===== src/rtl/clock_pkg.sv =====
// Shared definitions for the clock time counter and the alarm-set stage.
package clock_pkg;

    localparam int unsigned BCD_W = 8;
    localparam int unsigned SEL_W = 2;

    // time_set_select encodings
    typedef enum logic [SEL_W-1:0] {
        SEL_RUN  = 2'b00,
        SEL_HOUR = 2'b01,
        SEL_MIN  = 2'b10,
        SEL_SEC  = 2'b11
    } time_sel_e;

    // BCD field limits
    localparam logic [BCD_W-1:0] BCD_MAX_MS   = 8'h59;
    localparam logic [BCD_W-1:0] BCD_MAX_HOUR = 8'h23;

    // Chime seconds (all within minute 59)
    localparam logic [BCD_W-1:0] CHIME_S51 = 8'h51;
    localparam logic [BCD_W-1:0] CHIME_S53 = 8'h53;
    localparam logic [BCD_W-1:0] CHIME_S55 = 8'h55;
    localparam logic [BCD_W-1:0] CHIME_S57 = 8'h57;
    localparam logic [BCD_W-1:0] CHIME_S59 = 8'h59;

    // True when both digits are decimal and the value does not exceed max_bcd
    function automatic logic bcd_is_legal(input logic [BCD_W-1:0] v,
                                          input logic [BCD_W-1:0] max_bcd);
        return (v[3:0] <= 4'd9) && (v <= max_bcd);
    endfunction

    // One BCD step with wrap at max_bcd; an illegal value collapses to 00
    function automatic logic [BCD_W-1:0] bcd_inc(input logic [BCD_W-1:0] v,
                                                 input logic [BCD_W-1:0] max_bcd);
        logic [BCD_W-1:0] r;
        if (!bcd_is_legal(v, max_bcd) || (v == max_bcd)) begin
            r = '0;
        end else if (v[3:0] == 4'd9) begin
            r = {4'(v[7:4] + 4'd1), 4'd0};
        end else begin
            r = {v[7:4], 4'(v[3:0] + 4'd1)};
        end
        return r;
    endfunction

endpackage


===== src/rtl/bcd_mod_counter.sv =====
// Two-digit BCD modulo counter with synchronous clear and wrap carry.
module bcd_mod_counter
    import clock_pkg::*;
#(
    parameter logic [7:0] MAX_BCD = 8'h59,
    parameter logic [7:0] INIT    = 8'h00
) (
    input  logic       clk_1hz,
    input  logic       cr,
    input  logic       load_zero,
    input  logic       inc,
    output logic [7:0] value,
    output logic       carry
);

    logic [BCD_W-1:0] r_value;
    logic [BCD_W-1:0] w_next;

    // Next value: clear wins over increment, otherwise hold
    always_comb begin
        w_next = r_value;
        if (load_zero) begin
            w_next = '0;
        end else if (inc) begin
            w_next = bcd_inc(r_value, MAX_BCD);
        end
    end

    // Field register, asynchronously cleared to INIT
    always_ff @(posedge clk_1hz or negedge cr) begin
        if (!cr) begin
            r_value <= INIT;
        end else begin
            r_value <= w_next;
        end
    end

    assign value = r_value;
    assign carry = inc && (r_value == MAX_BCD);

endmodule


===== src/rtl/clock_time_counter.sv =====
// 24-hour BCD timekeeping core with hour/minute set, seconds clear and hourly chime.
module clock_time_counter
    import clock_pkg::*;
#(
    parameter logic [7:0] INIT_HOUR   = 8'h00,
    parameter logic [7:0] INIT_MINUTE = 8'h00,
    parameter logic [7:0] INIT_SECOND = 8'h00,
    parameter bit         CHIME_EN    = 1'b1
) (
    input  logic       clk_1hz,
    input  logic       cr,
    input  logic       en,
    input  logic [1:0] time_set_select,
    input  logic       set_confirm,
    output logic [7:0] clock_hour,
    output logic [7:0] clock_minute,
    output logic [7:0] clock_second,
    output logic       chime_lo,
    output logic       chime_hi
);

    time_sel_e w_sel;
    logic      w_sec_inc;
    logic      w_sec_clr;
    logic      w_min_inc;
    logic      w_hour_inc;
    logic      w_sec_carry;
    logic      w_min_carry;
    logic      w_day_carry_unused;
    logic      r_run;

    assign w_sel = time_sel_e'(time_set_select);

    // Mode steering: en gates everything; carries only ripple in run mode
    always_comb begin
        w_sec_inc  = 1'b0;
        w_sec_clr  = 1'b0;
        w_min_inc  = 1'b0;
        w_hour_inc = 1'b0;
        if (en) begin
            unique case (w_sel)
                SEL_RUN: begin
                    w_sec_inc  = 1'b1;
                    w_min_inc  = w_sec_carry;
                    w_hour_inc = w_min_carry;
                end
                SEL_HOUR: w_hour_inc = set_confirm;
                SEL_MIN:  w_min_inc  = set_confirm;
                SEL_SEC:  w_sec_clr  = 1'b1;
                default: ;
            endcase
        end
    end

    bcd_mod_counter #(
        .MAX_BCD (BCD_MAX_MS),
        .INIT    (INIT_SECOND)
    ) u_second (
        .clk_1hz   (clk_1hz),
        .cr        (cr),
        .load_zero (w_sec_clr),
        .inc       (w_sec_inc),
        .value     (clock_second),
        .carry     (w_sec_carry)
    );

    bcd_mod_counter #(
        .MAX_BCD (BCD_MAX_MS),
        .INIT    (INIT_MINUTE)
    ) u_minute (
        .clk_1hz   (clk_1hz),
        .cr        (cr),
        .load_zero (1'b0),
        .inc       (w_min_inc),
        .value     (clock_minute),
        .carry     (w_min_carry)
    );

    bcd_mod_counter #(
        .MAX_BCD (BCD_MAX_HOUR),
        .INIT    (INIT_HOUR)
    ) u_hour (
        .clk_1hz   (clk_1hz),
        .cr        (cr),
        .load_zero (1'b0),
        .inc       (w_hour_inc),
        .value     (clock_hour),
        .carry     (w_day_carry_unused)
    );

    // Registered copy of the mode applied at the last edge, so the chime
    // depends only on state; cleared on reset so chimes start silent
    always_ff @(posedge clk_1hz or negedge cr) begin
        if (!cr) begin
            r_run <= 1'b0;
        end else if (en) begin
            r_run <= (w_sel == SEL_RUN);
        end
    end

    // Chime decode of registered time and mode
    always_comb begin
        chime_lo = 1'b0;
        chime_hi = 1'b0;
        if (CHIME_EN && r_run && (clock_minute == BCD_MAX_MS)) begin
            chime_lo = (clock_second == CHIME_S51) || (clock_second == CHIME_S53) ||
                       (clock_second == CHIME_S55) || (clock_second == CHIME_S57);
            chime_hi = (clock_second == CHIME_S59);
        end
    end

endmodule

===== config.mk =====
export PLATFORM = sky130hd
export DESIGN_NAME = clock_time_counter
export DESIGN_NICKNAME = d
export VERILOG_FILES = /design/src/rtl/clock_pkg.sv /design/src/rtl/bcd_mod_counter.sv /design/src/rtl/clock_time_counter.sv
export SDC_FILE = /design/constraint.sdc
export NUM_CORES = 1
export LEC_CHECK = 0
export ABC_AREA = 1
export BUFFER_PORTS_ARGS = -buffer_cell sky130_fd_sc_hd__buf_4
export CORE_MARGIN = 4
export CORE_UTILIZATION = 56
export CTS_BUF_LIST = sky130_fd_sc_hd__clkbuf_8
export DETAILED_ROUTE_END_ITERATION = 10
export PLACE_DENSITY = 0.82
export REMOVE_ABC_BUFFERS = 1
export SETUP_SLACK_MARGIN = 0.5
export SLEW_MARGIN = 10
export SYNTH_ARGS = -nofsm -noshare
export SYNTH_HDL_FRONTEND = slang
export SYNTH_SLANG_ARGS = --single-unit

===== constraint.sdc =====
create_clock -name clk_1hz -period 1.6 [get_ports clk_1hz]
set_input_delay 0.32 -clock clk_1hz [delete_from_list [all_inputs] [get_ports clk_1hz]]
set_output_delay 0.32 -clock clk_1hz [all_outputs]
set_load 0.01 [all_outputs]

==> flow_summary.toml <==
[cells_and_area]
final_net_count = 262
seqCellArea_um2 = 637
fin_util = 0.954
most-common-layout-cells = "buf_6 (33), buf_4 (27), nand2_1 (24), inv_1 (22), nor2_1 (17)"
layout_commonest_cell = "buf_6"
num_antenna_cells = 0
area_delta_synth_final_pct = 62.0
nFillCells = 66
multi_input_area_um2 = 966
layout-drive-gt1-share = 0.530
final_cell_area_um2 = 2390

[route]
drt-total-wl_um = 5850
drc_errors = 0
dr.pass1.iters = 5
viasPerCell = 6.11
vias = 1704
wire_per_inst_um = 21.0
drt_iter0_markers = 180
drtAntennaViolNets = 0

[power_and_ir_drop]
intPower_mw = 1.62
seqPwrFrac = 0.344
total_leakage_power_nw = 1.17
power.share.combinational = 0.511
powerDensity_nw_per_um2 = 1140
switchingPower_mw = 1.10
netSwitchingFraction = 0.403
vdd_drop_max_v = 0.00126
clockPowerShare = 0.146

[die]
die_h_um = 59.3
core-area_um2 = 2500
die_x_um = 59.3
row_count = 18
io_pins = 32
die_area_um2 = 3510
start_util = 0.589

[cts]
cts_tree = "yes"
cts_buffers = 3
cts.sinks = 25
ctsRootBufferMaster = "clkbuf_8"
clockBufferDepth = 2
htree_num_levels = 1
path_clk_slew_ns = 0.09
clk_latency_ns = 0.28

[global_routing]
grt_antenna_before_repair = 0
grt_overflow = 0
grt_pass1_vias = 1384
grt_max_degree = 26
grt_pass1_wl_um = 6060
gr-usage-all-layers = 0.229

[sta]
min_period_over_period = 1.21
period_needed_ns = 1.94
max_freq_mhz = 516
drv_slew = 0
hold_viol_final = 0
skew_ns = 0.00209
setup_viol = 19
tightest_slew_ns = 0.449
slew_headroom = 0.699
grt_setup_unrepaired = "true"
worst_slack_ns = -0.337
fin_setup_tns_ns = -2.19

[worst_hold_path]
hold_start = "time_set_select[1]"
holdPathStages = 4
hold_path_end = "u_hour.value[5]"
hold_class = "in2reg"

[worst_setup_path]
worstReg2RegStart = "u_minute.value[5]"
cp_max_fo = 3
r2r_end = "u_minute.value[5]"
worstSetupEndpointType = "output port"
critPathRequiredTime_ns = 1.28
reg2regPathDepth = 6
crit_type = "reg2out"
r2r_setup_slack_ns = -0.14
start_kind = "flip-flop"
worstPathArrival_ns = 1.62

[yosys]
synth_warnings = 0
ys_seq_area_frac = 0.425
synth_seq_cells = 25
syn_avg_cell_area_um2 = 7.96
syn_inst = 185
ys_types = 26
syn_area_um2 = 1470

[placed_design]
hpwl_um = 2390
placed_area_um2 = 1760
place_ws_ns = 0.0219
port_buffers = 31
gp_congestion = 0.861

[status]
failed_checks = "setup timing"
status = "complete, but fails checks"

[run]
drv_cap = 0
flip-flops by register name (all words and copies together) (netlist names):
register / cells
u_minute.value: 8
r_run: 1
u_hour.value: 8
u_second.value: 8
stage by stage:
| stage | cells | power [mW] | hold slack (ns) |
|---|---|---|---|
| after global routing | 279 | 2.83 | 0.437 |
| after global placement | 248 | 1.65 | 0.236 |
| after CTS | 264 | 2.33 | 0.386 |
| after detailed placement | 248 | 1.69 | 0.238 |
| after floorplan | 184 | 1.36 | 0.0244 |
| final | 279 | 2.72 | 0.423 |
synth_stat cells:
cell type  instances  share of area
a21oi_1            5          0.017
and3_1             1         0.0043
clkbuf_1           1         0.0025
clkinv_2           1         0.0034
dfrtp_1           25           0.42
ha_1               6          0.051
inv_1             26          0.066
inv_2              1         0.0025
nand2_1           37          0.094
nand2_2            4          0.017
nand2_4            2          0.015
nand3_1            8          0.027
nand3_2            4          0.027
nand3b_1           1         0.0051
nand4_1            5          0.021
nor2_1            25          0.064
nor2_2             3          0.013
nor2_4             1         0.0076
nor3_1             1         0.0034
nor3_4             1          0.011
o21ai_0            5          0.017
o21ai_1            8          0.027
o21ai_2            4          0.024
o22ai_1            3          0.013
xnor2_1            1         0.0059
xor2_1             6          0.036
layout make-up:
type | instances | area share
clock buffer | 3 | 0.0173
sequential | 25 | 0.267
tap | 30 | 0.0157
clock inverter | 1 | 0.00210
inverter | 28 | 0.0482
multi-input combinational | 131 | 0.405
timing repair buffer | 61 | 0.245
timing repair:
item / CTS / global route
hold buffers: 1 / 0
gates resized for setup: 52 / 55
setup buffers: 11 / 15
endpoints found under the hold margin: 25 / 0
pin swaps: 13 / 19
endpoints found under the setup margin: 50 / 50
worst max-delay path by stage:
| stage | slack (ns) | cells after the start | from | end |
|---|---|---|---|---|
| after floorplan | 0.15 | 6 | u_minute.value[5] | chime_hi |
| after global placement | 0.13 | 5 | u_hour.value[4] | u_hour.value[1] |
| after detailed placement | 0.02 | 11 | u_second.value[5] | u_hour.value[0] |
| after CTS | -0.14 | 7 | u_minute.value[5] | chime_hi |
| after global routing | -0.37 | 7 | u_minute.value[5] | chime_lo |
| final | -0.34 | 6 | u_minute.value[2] | chime_hi |
critical path: stages, from the launching register on:
cell and delay, ns:
dfrtp_1 0.42, inv_1 0.13, nand4_1 0.19, nor2_2 0.19, nand2_1 0.13, nor2_1 0.13
buf_4 0.14
power by group through the flow:
stage          clock (mW)  sequential (mW)  combinational, mW
2_1_floorplan           0            0.964              0.400
3_3_place_gp            0            0.919              0.736
3_5_place_dp            0            0.930              0.763
4_1_cts             0.383            0.915               1.03
5_1_grt             0.411            0.953               1.46
6_report            0.396            0.935               1.39
layer usage:
metal / up-vias / track usage / share of wire
met2: 116 / 0.398 / 0.52
li1: 718 / - / -
met3: 42 / 0.0545 / 0.069
met1: 828 / 0.271 / 0.35
met5: - / 0 / 0
met4: 0 / 0.0841 / 0.061
cell families after synthesis:
family | share of synthesized area
AOI/OAI and AO/OA | 0.0977
DFF | 0.425
adders and majority gates | 0.0510
buffers and inverters | 0.0748
and+or+nand+nor | 0.310
xor gates and xnor gates | 0.0416
Power figures use the tool's default switching activity.
